File: src/rtl/fp_pkg.sv
// Shared fixed-point helpers: word-width math, default Q format, compare.
// Reused across the FP datapath blocks.
package fp_pkg;

  localparam int FP_INTEGER  = 2;
  localparam int FP_FRACTION = 14;
  localparam int FP_XW       = 64;

  function automatic int fp_dw(input int i, input int f);
    return i + f;
  endfunction

  function automatic int idx_w(input int w);
    return (w > 1) ? $clog2(w) : 1;
  endfunction

  // Operands arrive already sign- or zero-extended to FP_XW bits.
  function automatic logic gt(
    input logic [FP_XW-1:0] a,
    input logic [FP_XW-1:0] b,
    input logic             signed_mode
  );
    if (signed_mode)
      return $signed(a) > $signed(b);
    else
      return a > b;
  endfunction

endpackage

File: src/rtl/fp_max_lane.sv
// One lane of the max reducer: running max, output register, optional argmax.
// Argmax index register present only with FP_MAX_POOL_ARGMAX_EN.
module fp_max_lane import fp_pkg::*; #(
  parameter int SIGNED = 1,
  parameter int DW     = 16,
  parameter int IW     = 2
) (
  input  logic          clk,
  input  logic          rst,
  input  logic          take,
  input  logic          first,
  input  logic          fire,
`ifdef FP_MAX_POOL_ARGMAX_EN
  input  logic [IW-1:0] pos,
  output logic [IW-1:0] out_index,
`endif
  input  logic [DW-1:0] in_data,
  output logic [DW-1:0] out_data
);

  logic [DW-1:0]    acc;
  logic [DW-1:0]    nxt;
  logic [FP_XW-1:0] in_x;
  logic [FP_XW-1:0] acc_x;
  logic             upd;

  assign in_x  = (SIGNED != 0) ? FP_XW'($signed(in_data))
                               : FP_XW'(in_data);
  assign acc_x = (SIGNED != 0) ? FP_XW'($signed(acc))
                               : FP_XW'(acc);

  // Strict compare: ties keep the earlier beat.
  always_comb begin
    upd = first || gt(in_x, acc_x, SIGNED != 0);
    nxt = upd ? in_data : acc;
  end

  always_ff @(posedge clk) begin
    if (rst) begin
      acc      <= '0;
      out_data <= '0;
    end else begin
      if (take) acc <= nxt;
      if (fire) out_data <= nxt;
    end
  end

`ifdef FP_MAX_POOL_ARGMAX_EN
  logic [IW-1:0] acc_idx;
  logic [IW-1:0] nxt_idx;

  assign nxt_idx = upd ? pos : acc_idx;

  always_ff @(posedge clk) begin
    if (rst) begin
      acc_idx   <= '0;
      out_index <= '0;
    end else begin
      if (take) acc_idx <= nxt_idx;
      if (fire) out_index <= nxt_idx;
    end
  end
`endif

endmodule

File: src/rtl/fp_max_pool_stream.sv
// Streaming multi-lane fixed-point max pool with valid/ready on both sides.
// Optional argmax output via FP_MAX_POOL_ARGMAX_EN.
module fp_max_pool_stream import fp_pkg::*; #(
  parameter  int SIGNED   = 1,
  parameter  int INTEGER  = FP_INTEGER,
  parameter  int FRACTION = FP_FRACTION,
  parameter  int CHANNELS = 4,
  parameter  int WINDOW   = 4,
  localparam int DW       = fp_dw(INTEGER, FRACTION),
  localparam int CW       = idx_w(WINDOW)
) (
  input  logic                   clk,
  input  logic                   rst,
  input  logic                   in_valid,
  output logic                   in_ready,
  input  logic [CHANNELS*DW-1:0] in_data,
  output logic                   out_valid,
  input  logic                   out_ready,
`ifdef FP_MAX_POOL_ARGMAX_EN
  output logic [CHANNELS*CW-1:0] out_index,
`endif
  output logic [CHANNELS*DW-1:0] out_data
);

  typedef enum logic {ACCUM, HOLD} state_t;

  state_t        state;
  logic [CW-1:0] cnt;
  logic          take;
  logic          first;
  logic          last;
  logic          fire;

  // HOLD means a result is parked; it only blocks input if not drained now.
  assign in_ready = (state == ACCUM) || out_ready;
  assign take     = in_valid && in_ready;
  assign first    = (cnt == '0);
  assign last     = (cnt == CW'(WINDOW - 1));
  assign fire     = take && last;

  always_ff @(posedge clk) begin
    if (rst) begin
      state     <= ACCUM;
      out_valid <= 1'b0;
      cnt       <= '0;
    end else begin
      if (take)
        cnt <= last ? '0 : cnt + CW'(1);
      if (fire) begin
        state     <= HOLD;
        out_valid <= 1'b1;
      end else if (out_ready) begin
        state     <= ACCUM;
        out_valid <= 1'b0;
      end
    end
  end

  for (genvar c = 0; c < CHANNELS; c++) begin : g_lane
    fp_max_lane #(
      .SIGNED (SIGNED),
      .DW     (DW),
      .IW     (CW)
    ) u_lane (
      .clk       (clk),
      .rst       (rst),
      .take      (take),
      .first     (first),
      .fire      (fire),
`ifdef FP_MAX_POOL_ARGMAX_EN
      .pos       (cnt),
      .out_index (out_index[c*CW +: CW]),
`endif
      .in_data   (in_data[c*DW +: DW]),
      .out_data  (out_data[c*DW +: DW])
    );
  end

endmodule

File: config.mk
export PLATFORM = sky130hd
export DESIGN_NAME = fp_max_pool_stream
export DESIGN_NICKNAME = d
export VERILOG_FILES = /design/src/rtl/fp_pkg.sv /design/src/rtl/fp_max_lane.sv /design/src/rtl/fp_max_pool_stream.sv
export SDC_FILE = /design/constraint.sdc
export NUM_CORES = 1
export LEC_CHECK = 0
export ABC_AREA = 1
export BUFFER_PORTS_ARGS = -buffer_cell sky130_fd_sc_hd__buf_2
export CORE_AREA = 3 3 167 169
export DETAILED_ROUTE_END_ITERATION = 16
export DIE_AREA = 0 0 170 172
export PLACE_DENSITY = 0.57
export SYNTH_ARGS = -nofsm -noshare
export SYNTH_HDL_FRONTEND = slang
export SYNTH_SLANG_ARGS = --single-unit
File: constraint.sdc
create_clock -name clk -period 3.7 [get_ports clk]
set_clock_uncertainty 0.05 [all_clocks]
set_input_delay 0.555 -clock clk [delete_from_list [all_inputs] [get_ports clk]]
set_output_delay 0.555 -clock clk [all_outputs]
set_load 0.01 [all_outputs]
==> run_results.csv <==
group,metric,value,unit
detailed_routing,ant_nets,0,
clock_tree,htree_levels,4,
clock_tree,clk_latency,420,ps
detailed_routing,drtPass1Iterations,4,
synthesis,syn_nets,1301,
synthesis,synth_flop_cell,"dfxtp_1",
layout,antenna_cells,0,
detailed_routing,routed_wl,21400,um
synthesis,synth-compound-area-share,0.122,
global_route,grt_max_degree,96,
power,powerDensity,435,nW/um2
synthesis,syn_inst,1167,
clock_tree,clock-sinks,131,
global_route,first_global_vias,7169,
setup_path,crit_path_start_kind,"flip-flop",
global_route,grt.total_usage,0.148,
synthesis,yosysUniqueCellTypes,29,
power,vdd_drop_max,0.000176,V
setup_path,slowest_stage,"dfxtp_1",
global_route,antenna_found_initial,0,
die,dieArea,29200,um2
setup_path,endpoint_kind,"flip-flop",
clock_tree,cts_tree,"done",
sta,finalCritPeriodShare,0.648,
detailed_routing,vias,7498,
setup_path,slowest_delay,330,ps
synthesis,netlist_area,7910,um2
setup_path,crit_chain,"inv_1 -> ha_1 -> nand2_1 -> inv_1 -> nand3_1 -> nor2_1 -> nand3_1 -> nor2_1 -> a21oi_2 -> nand2_2 -> nand2_4 -> nand2_1 -> nand3_1 -> nand2_1 -> inv_1",
setup_path,arrival,2670,ps
die,fp.dieW,170,um
setup_path,cp_max_fo,17,
synthesis,synth_seq_area_share,0.332,
synthesis,synth_edf_count,0,
detailed_routing,drtIter0Drc,305,
synthesis,avgSynthCellArea,6.77,um2
layout,area.growth.synth_to_final,19.3,%
clock_tree,post_cts_resize_count,0,
setup_path,path_buf_inv,3,
hold_path,hold_path_class,"input port to flip-flop",
detailed_routing,drt_drc_violations_left,0,
clock_tree,post_cts_buffers,0,
outcome,status,"completed",
sta,hold_viol,0,
setup_path,crit_family,"simple AND/OR/NAND/NOR gates",
synthesis,synth_top_family_by_area,"simple AND/OR/NAND/NOR gates",
die,core-area,26700,um2
clock_tree,cts-buffers-inserted,17,
sta,final.setup.tns,0,ps
synthesis,synthSimpleGateAreaFrac,0.295,
sta,relSlewSlack,0.445,
synthesis,synthAdderAreaFrac,0.104,
sta,finalMaxSlewViolations,0,
synthesis,synth_async_sr_flop_share,0,
global_route,grt_overflow,0,
detailed_routing,wire_per_inst,13.1,um
placement,port_buffers,133,
power,p_leak,5.27,nW
placement,gp_congestion,0.762,
synthesis,yosysWarnings,0,
layout,drive_gt1_frac,0.157,
die,ios,134,
die,start_util,0.296,
sta,rsz0062_at_grt,"false",
synthesis,ys_seq_elements,131,
placement,hpwl,14400,um
global_route,grt_pass1_wl,35200,um
sta,finalSetupViolations,0,
clock_tree,clockBufferDepth,2,
detailed_routing,vias_per_cell,4.62,
die,fp-row-count,60,
sta,hold_slack,403,ps
sta,fmax,0.417,GHz
clock_tree,path_clk_slew,60,ps
sta,period_needed,2400,ps
synthesis,synth-xor-area-share,0,
synthesis,yosys-mux-area-fraction,0,
job,maxCapViolCount,0,
layout,fin_nets,1406,
clock_tree,cts_root_buf,"clkbuf_16",
layout,fill_cells,2907,
clock_tree,hold_buffers,0,
setup_path,path_class,"flip-flop to flip-flop",
setup_path,worstPathRequired,3970,ps
die,dieHeight,172,um
sta,tightestPinTransition,832,ps
-- power by group --
group / switching [mW] / internal (mW)
Clock: 0.658 / 1.09
Combinational: 0.539 / 0.283
Sequential: 0.0421 / 1.50
Total: 1.24 / 2.87
-- registers in the layout (all words and copies together), names as in the netlist --
register                flops
cnt                         2
g_lane.u_lane.acc          64
g_lane.u_lane.out_data     64
state                       1
-- final cells by class --
class,count,area (um2),area share
Sequential cell,131,2620,0.278
Clock inverter,9,131,0.0139
Inverter,237,890,0.0943
Multi-Input combinational cell,742,4140,0.438
Tap cell,341,427,0.0452
Timing Repair Buffer,143,766,0.0812
Clock buffer,21,460,0.0488
-- tightest hold or removal path, cell delays in order --
cell	delay, ps
buf_2	100
nand2_2	50
nand3_1	60
nand2_1	40
inv_1	40
-- through the flow --
stage	cell area, um2	power (mW)	worst slack [ps]	std cells	util
finish	9430	4.11	1300	1624	0.353
global route	9430	4.35	1030	1624	0.353
detailed placement	8840	2.40	995	1594	0.331
global placement	8840	2.38	1030	1594	0.331
floorplan	7910	2.17	1610	1167	-
CTS	9430	4.17	1280	1624	0.353
-- final timing paths --
check / slack (ps) / depth (start not counted) / end / start
worst max-delay path: 1300 / 15 / g_lane[0].u_lane.out_data[0]$_SDFFE_PP0P_ / g_lane[0].u_lane.acc[11]$_SDFFE_PP0P_
worst min-delay path: 400 / 5 / g_lane[2].u_lane.acc[7]$_SDFFE_PP0P_ / in_data[39]
worst max register to register: 1300 / 15 / g_lane[0].u_lane.out_data[0]$_SDFFE_PP0P_ / g_lane[0].u_lane.acc[11]$_SDFFE_PP0P_
worst min register to register: 440 / 2 / cnt[1]$_SDFFE_PP0P_ / cnt[1]$_SDFFE_PP0P_
-- cell families after synthesis --
kind of cell,Yosys count
DFF,131
AOI/OAI and AO/OA,158
adders and majority gates,66
and+or+nand+nor,518
buffers and inverters,294
-- Yosys cell counts, types with 2 or more instances --
cell type,number,area share
nand4_1,6,0.0047
buf_1,9,0.0043
o21bai_1,2,0.0019
buf_4,2,0.0019
nor2_2,2,0.0016
o21a_1,65,0.062
clkbuf_1,34,0.016
ha_1,66,0.10
nand3_1,207,0.13
nor3_2,2,0.0025
o21ai_0,7,0.0044
nand2_1,256,0.12
inv_1,236,0.11
a21oi_1,80,0.051
nand2_4,6,0.0085
buf_2,7,0.0044
nor2_1,22,0.010
nand2_2,14,0.011
nor3_1,2,0.0013
buf_6,3,0.0043
dfxtp_1,131,0.33
-- cells in the final DEF, fill, tap and decap left out, types with 2 or more instances in the layout --
master	instances
o21a_1	65
clkbuf_16	17
buf_4	8
buf_2	133
clkbuf_8	2
dfxtp_1	131
inv_2	3
inv_1	234
a21oi_1	80
nor3_1	2
ha_1	66
clkinvlp_4	3
clkbuf_1	2
nor2_2	2
buf_12	2
nand4_1	6
clkinv_2	2
o21ai_0	7
bufinv_16	3
nand2_2	15
nor3_2	2
nand2_1	255
nor2_1	21
nand2_4	6
nand3_1	207
o21bai_1	2
-- layer usage --
| layer | wire length [um] | global-route usage |
|---|---|---|
| met1 | 10200 | 0.190 |
| met2 | 9990 | 0.255 |
| met3 | 900 | 0.0295 |
| met4 | 242 | 0.0388 |
| met5 | 0 | 0 |
Power figures use the tool's default switching activity.
